`config.mk`:
```
export PLATFORM = sky130hd
export DESIGN_NAME = apb_master_bridge_flat
export DESIGN_NICKNAME = d
export VERILOG_FILES = /design/src/rtl/apb_master_bridge_if.sv /design/src/rtl/apb_master_bridge.sv /design/src/flat_wrapper.sv
export SDC_FILE = /design/constraint.sdc
export NUM_CORES = 1
export LEC_CHECK = 0
export CORE_AREA = 2 2 116 118
export DETAILED_ROUTE_END_ITERATION = 10
export DIE_AREA = 0 0 118 120
export PLACE_DENSITY = 0.84
export RECOVER_POWER = 100
export SLEW_MARGIN = 10
export SYNTH_ARGS = -nofsm -noshare
export SYNTH_HDL_FRONTEND = slang
export SYNTH_SLANG_ARGS = --single-unit
```
`constraint.sdc`:
```
create_clock -name PCLK -period 2.78 [get_ports PCLK]
set_clock_uncertainty 0.2 [all_clocks]
set_input_delay 0.834 -clock PCLK [delete_from_list [all_inputs] [get_ports PCLK]]
set_output_delay 0.834 -clock PCLK [all_outputs]
set_load 0.1 [all_outputs]
```
`src/rtl/apb_master_bridge_if.sv`:
```
// Local request bus plus the four-slot APB bus driven by apb_master_bridge.
// master: bridge view; slave: the requester/peripheral side that drives requests and slave responses.
interface apb_master_bridge_if;
  logic        transfer;
  logic        write;
  logic [31:0] addr;
  logic [31:0] wdata;
  logic        ready;
  logic [31:0] rdata;
  logic [31:0] PADDR;
  logic        PWRITE;
  logic [31:0] PWDATA;
  logic        PENABLE;
  logic        PSEL0, PSEL1, PSEL2, PSEL3;
  logic [31:0] PRDATA0, PRDATA1, PRDATA2, PRDATA3;
  logic        PREADY0, PREADY1, PREADY2, PREADY3;

  modport master (
    input  transfer, write, addr, wdata,
    input  PRDATA0, PRDATA1, PRDATA2, PRDATA3,
    input  PREADY0, PREADY1, PREADY2, PREADY3,
    output ready, rdata, PADDR, PWRITE, PWDATA, PENABLE,
    output PSEL0, PSEL1, PSEL2, PSEL3
  );

  modport slave (
    output transfer, write, addr, wdata,
    output PRDATA0, PRDATA1, PRDATA2, PRDATA3,
    output PREADY0, PREADY1, PREADY2, PREADY3,
    input  ready, rdata, PADDR, PWRITE, PWDATA, PENABLE,
    input  PSEL0, PSEL1, PSEL2, PSEL3
  );
endinterface

```
`src/rtl/apb_master_bridge.sv`:
```
// Single-master APB bridge: request pulse -> SETUP/ACCESS with 4-slot decode at 0x1000_0000.
// Optional APB_TIMEOUT_EN: force completion after 16 unanswered ACCESS cycles (rdata=DEADBEEF).
module apb_master_bridge (
  input  logic              PCLK,
  input  logic              PRESET,
  apb_master_bridge_if.master bus
);
  typedef enum logic [1:0] {IDLE, SETUP, ACCESS} state_t;

  state_t      state;
  logic [3:0]  psel_q;
  logic [1:0]  slot_q;
  logic        mapped_q;
  logic [31:0] paddr_q, pwdata_q;
  logic        pwrite_q, penable_q;

  logic        req_mapped;
  logic [3:0]  req_psel;
  logic        sel_ready;
  logic [31:0] sel_rdata;
  logic        timeout;
  logic        done;

  // Decode the incoming request so PSEL can be registered alongside PADDR.
  always_comb begin
    req_mapped = (bus.addr[31:16] == 16'h1000) && (bus.addr[15:14] == 2'b00);
    req_psel   = 4'b0000;
    if (req_mapped) req_psel[bus.addr[13:12]] = 1'b1;
  end

  // Unmapped accesses behave as a zero-wait slave returning 0.
  always_comb begin
    sel_ready = 1'b1;
    sel_rdata = 32'h0;
    if (mapped_q) begin
      unique case (slot_q)
        2'd0: begin sel_ready = bus.PREADY0; sel_rdata = bus.PRDATA0; end
        2'd1: begin sel_ready = bus.PREADY1; sel_rdata = bus.PRDATA1; end
        2'd2: begin sel_ready = bus.PREADY2; sel_rdata = bus.PRDATA2; end
        2'd3: begin sel_ready = bus.PREADY3; sel_rdata = bus.PRDATA3; end
      endcase
    end
  end

`ifdef APB_TIMEOUT_EN
  logic [3:0] tmo_cnt;

  always_ff @(posedge PCLK or negedge PRESET) begin
    if (!PRESET)                         tmo_cnt <= 4'h0;
    else if (state != ACCESS)            tmo_cnt <= 4'h0;
    else if (!sel_ready)                 tmo_cnt <= tmo_cnt + 4'h1;
  end

  assign timeout = (state == ACCESS) && !sel_ready && (tmo_cnt == 4'hF);
`else
  assign timeout = 1'b0;
`endif

  assign done      = (state == ACCESS) && (sel_ready || timeout);
  assign bus.ready = done;
  assign bus.rdata = (done && !pwrite_q) ? (timeout ? 32'hDEAD_BEEF : sel_rdata) : 32'h0;

  always_ff @(posedge PCLK or negedge PRESET) begin
    if (!PRESET) begin
      state     <= IDLE;
      psel_q    <= 4'b0000;
      slot_q    <= 2'd0;
      mapped_q  <= 1'b0;
      paddr_q   <= 32'h0;
      pwdata_q  <= 32'h0;
      pwrite_q  <= 1'b0;
      penable_q <= 1'b0;
    end else begin
      unique case (state)
        IDLE: begin
          if (bus.transfer) begin
            state    <= SETUP;
            psel_q   <= req_psel;
            slot_q   <= bus.addr[13:12];
            mapped_q <= req_mapped;
            paddr_q  <= bus.addr;
            pwdata_q <= bus.wdata;
            pwrite_q <= bus.write;
          end
        end
        SETUP: begin
          state     <= ACCESS;
          penable_q <= 1'b1;
        end
        ACCESS: begin
          if (done) begin
            penable_q <= 1'b0;
            if (bus.transfer) begin
              state    <= SETUP;
              psel_q   <= req_psel;
              slot_q   <= bus.addr[13:12];
              mapped_q <= req_mapped;
              paddr_q  <= bus.addr;
              pwdata_q <= bus.wdata;
              pwrite_q <= bus.write;
            end else begin
              state  <= IDLE;
              psel_q <= 4'b0000;
            end
          end
        end
        default: begin
          state     <= IDLE;
          psel_q    <= 4'b0000;
          penable_q <= 1'b0;
        end
      endcase
    end
  end

  assign bus.PADDR   = paddr_q;
  assign bus.PWRITE  = pwrite_q;
  assign bus.PWDATA  = pwdata_q;
  assign bus.PENABLE = penable_q;
  assign bus.PSEL0   = psel_q[0];
  assign bus.PSEL1   = psel_q[1];
  assign bus.PSEL2   = psel_q[2];
  assign bus.PSEL3   = psel_q[3];
endmodule

```
`src/flat_wrapper.sv`:
```
// flat-port wrapper written by rule: the top's interface ports become plain ports
module apb_master_bridge_flat 
  (PCLK, PRESET, bus_transfer, bus_write, bus_addr, bus_wdata, bus_PRDATA0, bus_PRDATA1, bus_PRDATA2, bus_PRDATA3, bus_PREADY0, bus_PREADY1, bus_PREADY2, bus_PREADY3, bus_ready, bus_rdata, bus_PADDR, bus_PWRITE, bus_PWDATA, bus_PENABLE, bus_PSEL0, bus_PSEL1, bus_PSEL2, bus_PSEL3);
  apb_master_bridge_if bus_i ();
  input  logic PCLK;
  input  logic PRESET;
  input wire logic [$bits(bus_i.transfer)-1:0] bus_transfer;
  input wire logic [$bits(bus_i.write)-1:0] bus_write;
  input wire logic [$bits(bus_i.addr)-1:0] bus_addr;
  input wire logic [$bits(bus_i.wdata)-1:0] bus_wdata;
  input wire logic [$bits(bus_i.PRDATA0)-1:0] bus_PRDATA0;
  input wire logic [$bits(bus_i.PRDATA1)-1:0] bus_PRDATA1;
  input wire logic [$bits(bus_i.PRDATA2)-1:0] bus_PRDATA2;
  input wire logic [$bits(bus_i.PRDATA3)-1:0] bus_PRDATA3;
  input wire logic [$bits(bus_i.PREADY0)-1:0] bus_PREADY0;
  input wire logic [$bits(bus_i.PREADY1)-1:0] bus_PREADY1;
  input wire logic [$bits(bus_i.PREADY2)-1:0] bus_PREADY2;
  input wire logic [$bits(bus_i.PREADY3)-1:0] bus_PREADY3;
  output wire logic [$bits(bus_i.ready)-1:0] bus_ready;
  output wire logic [$bits(bus_i.rdata)-1:0] bus_rdata;
  output wire logic [$bits(bus_i.PADDR)-1:0] bus_PADDR;
  output wire logic [$bits(bus_i.PWRITE)-1:0] bus_PWRITE;
  output wire logic [$bits(bus_i.PWDATA)-1:0] bus_PWDATA;
  output wire logic [$bits(bus_i.PENABLE)-1:0] bus_PENABLE;
  output wire logic [$bits(bus_i.PSEL0)-1:0] bus_PSEL0;
  output wire logic [$bits(bus_i.PSEL1)-1:0] bus_PSEL1;
  output wire logic [$bits(bus_i.PSEL2)-1:0] bus_PSEL2;
  output wire logic [$bits(bus_i.PSEL3)-1:0] bus_PSEL3;
  assign bus_i.transfer = bus_transfer;
  assign bus_i.write = bus_write;
  assign bus_i.addr = bus_addr;
  assign bus_i.wdata = bus_wdata;
  assign bus_i.PRDATA0 = bus_PRDATA0;
  assign bus_i.PRDATA1 = bus_PRDATA1;
  assign bus_i.PRDATA2 = bus_PRDATA2;
  assign bus_i.PRDATA3 = bus_PRDATA3;
  assign bus_i.PREADY0 = bus_PREADY0;
  assign bus_i.PREADY1 = bus_PREADY1;
  assign bus_i.PREADY2 = bus_PREADY2;
  assign bus_i.PREADY3 = bus_PREADY3;
  assign bus_ready = bus_i.ready;
  assign bus_rdata = bus_i.rdata;
  assign bus_PADDR = bus_i.PADDR;
  assign bus_PWRITE = bus_i.PWRITE;
  assign bus_PWDATA = bus_i.PWDATA;
  assign bus_PENABLE = bus_i.PENABLE;
  assign bus_PSEL0 = bus_i.PSEL0;
  assign bus_PSEL1 = bus_i.PSEL1;
  assign bus_PSEL2 = bus_i.PSEL2;
  assign bus_PSEL3 = bus_i.PSEL3;
  apb_master_bridge u_core (.PCLK(PCLK), .PRESET(PRESET), .bus(bus_i));
endmodule
```
==> Flow_metrics.wiki <==
{| class="wikitable"
! Metric !! Value
|-
| Fmax achieved || 0.311 GHz
|-
| Count of unique library cells instantiated by Yosys || 26
|-
| Max clock buf depth || 2
|-
| Slew of the pin with the lowest slew margin || 1530 ps
|-
| Detailed-route wire length per cell || 21.6 um
|-
| Total number of vias || 3754
|-
| Start-to-end type of the worst setup path || input port to output port
|-
| Cell taking the most area after synthesis || sky130_fd_sc_hd__dfrtp_1
|-
| Number of buffers added by the clock tree synthesis step || 9
|-
| Effective utilization at floorplan || 29.5%
|-
| Vias in the first global route || 4243
|-
| Filler cell count || 1068
|-
| Global-route wire length before repair || 25000 um
|-
| Arrival time reported for the critical path endpoint || 2180 ps
|-
| Placed instance area || 7540 sq um
|-
| Post-synthesis area per instance || 14.6 sq um
|-
| Sequential-to-total area share from yosys stat || 47.7%
|-
| Number of ports placed on the die boundary || 303
|-
| Worst-Skew Late Latency || 320 ps
|-
| Top fanout value on the critical path || 7
|-
| Root buf cell || sky130_fd_sc_hd__clkbuf_16
|-
| Yosys warning count || 0
|-
| PwrDens || 596 nW/um^2
|-
| Final hold viol count || 0
|-
| Area of the die || 14200 sq um
|-
| Critical path required time || 1750 ps
|-
| Number of enable flip-flop cells after synthesis || 0
|-
| Flip-flop cell with the highest count after synthesis || sky130_fd_sc_hd__dfrtp_1
|-
| Aggregate routed wire length || 16600 um
|-
| Ordered cell list for the critical path || buf_6 > mux4_2 > buf_6 > buf_12 > buf_16 > and3_4 > buf_12
|-
| FP Rows || 42
|-
| Global-route usage over all layers || 23.8%
|-
| Async S/R FF share, synth || 100%
|-
| Total standard cell area after synthesis || 3830 sq um
|-
| Number of vias per cell || 4.88
|-
| Sequential cell area in the final layout || 1830 sq um
|-
| Net count of the finished layout || 785
|-
| Register bit count reported by yosys || 73
|-
| Slowest cell on crit path || sky130_fd_sc_hd__mux4_2
|-
| Top-area cell type share of the netlist area || 47.7%
|-
| Leading cell types by total area after synthesis || sky130_fd_sc_hd__dfrtp_1 (48%), sky130_fd_sc_hd__mux4_2 (19%), sky130_fd_sc_hd__mux2_2 (17%)
|-
| Area used by multi-input combinational logic || 2040 sq um
|-
| Residual DRC count || 0
|-
| Proportion of layout cells with a drive suffix above 1 || 47.7%
|-
| Setup crit end kind || output port
|-
| Pin count of the biggest net entering global routing || 47
|-
| Gate count of the mapped netlist || 262
|-
| Final Instance Count excl. Fillers || 769
|-
| Violated checks || capacitance limit, slew limit, setup timing
|-
| Max-slew headroom || -2.17%
|-
| Die boundary height || 120 um
|-
| DIE WIDTH || 118 um
|-
| Clock H-tree levels || 3
|-
| Antenna viol nets, final || 0
|-
| # placed instances || 738
|-
| Setup crit start kind || input port
|-
| Final Slew Violations || 29
|-
| Placer Congestion || 0.944
|-
| Hold WC Path Type || flip-flop to flip-flop
|-
| Tcrit/Tclk final || 116%
|-
| Post-route cell area || 7820 sq um
|-
| Maximum ir drop on the vdd rail || 0.513 mV
|-
| GRT Residual Overflow || 0
|-
| Number of antenna violations at the first check in global routing || 4
|-
| Count of input and output buffers || 302
|-
| Post-synthesis net count || 462
|-
| TritonRoute pass-1 iters || 4
|-
| Unrepaired setup endpoints after global routing || true
|-
| Signed area change from the synthesized netlist to the final layout || 104%
|-
| Longest individual stage delay on the worst path || 520 ps
|-
| Max_cap viols || 1
|-
| Shortest clock period the worst path allows after layout || 3220 ps
|-
| Leakage component of the power || 0.00335 uW
|-
| Clock tree from TritonCTS || yes
|-
| Clock slew seen by the registers of the worst setup and hold paths || 50 ps
|-
| Sink Count || 73
|-
| Result of the run || finished with violations
|-
| Total of endpoints with negative setup slack in the final report || 67
|-
| Final HPWL DP || 13100 um
|-
| Area of the placeable core || 13000 sq um
|-
| First DRT Iteration DRCs || 161
|-
| Final worst-path setup slack || -439 ps
|}
[sequential cells by signal, summed over array words and instances (netlist names)]
| register | count |
|---|---|
| u_core.bus.PENABLE | 1 |
| u_core.bus.PADDR | 32 |
| u_core.psel_q | 4 |
| u_core.bus.PWRITE | 1 |
| u_core.mapped_q | 1 |
| u_core.bus.PWDATA | 32 |
| u_core.state | 2 |
[path summary, 6_finish.rpt]
check                           depth (start not counted)  slack, ps                          endpoint                        startpoint
min in group asynchronous                               1        670  u_core.bus.PADDR[16]$_DFFE_PN0P_                            PRESET
worst max register to register                          7       -120  u_core.bus.PADDR[12]$_DFFE_PN0P_  u_core.bus.PADDR[13]$_DFFE_PN0P_
worst min register to register                          2        280      u_core.psel_q[0]$_DFFE_PN0P_      u_core.psel_q[0]$_DFFE_PN0P_
max in group asynchronous                               2        190     u_core.bus.PWRITE$_DFFE_PN0P_                            PRESET
worst min-delay path                                    2        280      u_core.psel_q[0]$_DFFE_PN0P_      u_core.psel_q[0]$_DFFE_PN0P_
worst max-delay path                                    7       -440                     bus_rdata[13]                       bus_PREADY3
[metrics by stage]
step	util, %	worst slack, ps	setup TNS, ps	hold WS (ps)	power, uW
after floorplan	-	-130	-3910	294	2800
after global placement	58.1	-658	-48380	267	3510
after detailed placement	58.1	-676	-50100	282	3540
after CTS	61.3	-434	-12490	229	4800
after global routing	60.2	-461	-27760	314	4830
final	60.2	-439	-15290	284	4660
[cells in the mapped netlist, types with 3 or more instances]
master                     instances
sky130_fd_sc_hd__mux4_2           33
sky130_fd_sc_hd__nor2_1            3
sky130_fd_sc_hd__mux2_2           59
sky130_fd_sc_hd__buf_4             5
sky130_fd_sc_hd__and3_1           32
sky130_fd_sc_hd__nand2_1          10
sky130_fd_sc_hd__mux2_1            5
sky130_fd_sc_hd__clkbuf_1         10
sky130_fd_sc_hd__dfrtp_1          73
sky130_fd_sc_hd__buf_2             4
sky130_fd_sc_hd__inv_1             4
[final cells by class]
| type | instances | area share (%) |
|---|---|---|
| Sequential cell | 73 | 23.4 |
| Clock buffer | 12 | 3.28 |
| Inverter | 4 | 0.192 |
| Tap cell | 176 | 2.82 |
| Timing Repair Buffer | 333 | 43.5 |
| Multi-Input combinational cell | 164 | 26.1 |
| Antenna cell | 4 | 0.128 |
| Clock inverter | 3 | 0.512 |
[layer usage]
| metal | vias up | global-route usage, % | share of wire, % |
|---|---|---|---|
| li1 | 1659 | - | - |
| met4 | 0 | 9.34 | 2.7 |
| met1 | 1849 | 22.4 | 32 |
| met3 | 30 | 10.6 | 10 |
| met2 | 216 | 44.8 | 55 |
| met5 | - | 0 | 0 |
[what timing repair did]
action | CTS | global route
setup buffers | 7 | 1
pin swaps | 32 | 3
endpoints found under the setup margin | 97 | 37
gates resized for setup | 64 | 9
hold endpoints to repair | 0 | 0
hold buffers | 0 | 0
gates cloned | 3 | 1
[power breakdown]
part,switching (uW),total [uW],internal (uW),leakage [uW]
Sequential,91.5,1300,1210,0.000866
Clock,403,1140,735,0.000148
Combinational,1480,2220,733,0.00233
[cells by family after synthesis]
logic type             share of synthesized area (%)
AO/OA/AOI/OAI                                   2.12
buffers and inverters                           3.46
flip-flops                                      47.7
multiplexers                                    38.2
AND/OR/NAND/NOR                                 8.49
[layout by cell type, fill, tap and decap left out, types with 4 or more instances in the layout]
cell type / synthesis / routed
sky130_fd_sc_hd__mux2_1: 5 / 5
sky130_fd_sc_hd__nand2_1: 10 / 10
sky130_fd_sc_hd__mux4_2: 33 / 33
sky130_fd_sc_hd__clkdlybuf4s50_1: 0 / 151
sky130_fd_sc_hd__clkbuf_16: 0 / 10
sky130_fd_sc_hd__diode_2: 0 / 4
sky130_fd_sc_hd__dlymetal6s2s_1: 0 / 6
sky130_fd_sc_hd__inv_1: 4 / 4
sky130_fd_sc_hd__dlygate4sd2_1: 0 / 37
sky130_fd_sc_hd__dfrtp_1: 73 / 71
sky130_fd_sc_hd__buf_12: 0 / 41
sky130_fd_sc_hd__mux2_2: 59 / 59
sky130_fd_sc_hd__buf_6: 2 / 9
sky130_fd_sc_hd__and3_4: 0 / 32
sky130_fd_sc_hd__buf_4: 5 / 13
sky130_fd_sc_hd__clkbuf_2: 0 / 68
[worst max-delay path, delay by kind of cell]
family | cells | cell delay [ps]
AND/OR/NAND/NOR | 1 | 160
multiplexers | 1 | 520
buffers and inverters | 5 | 660
Power figures use the tool's default switching activity.
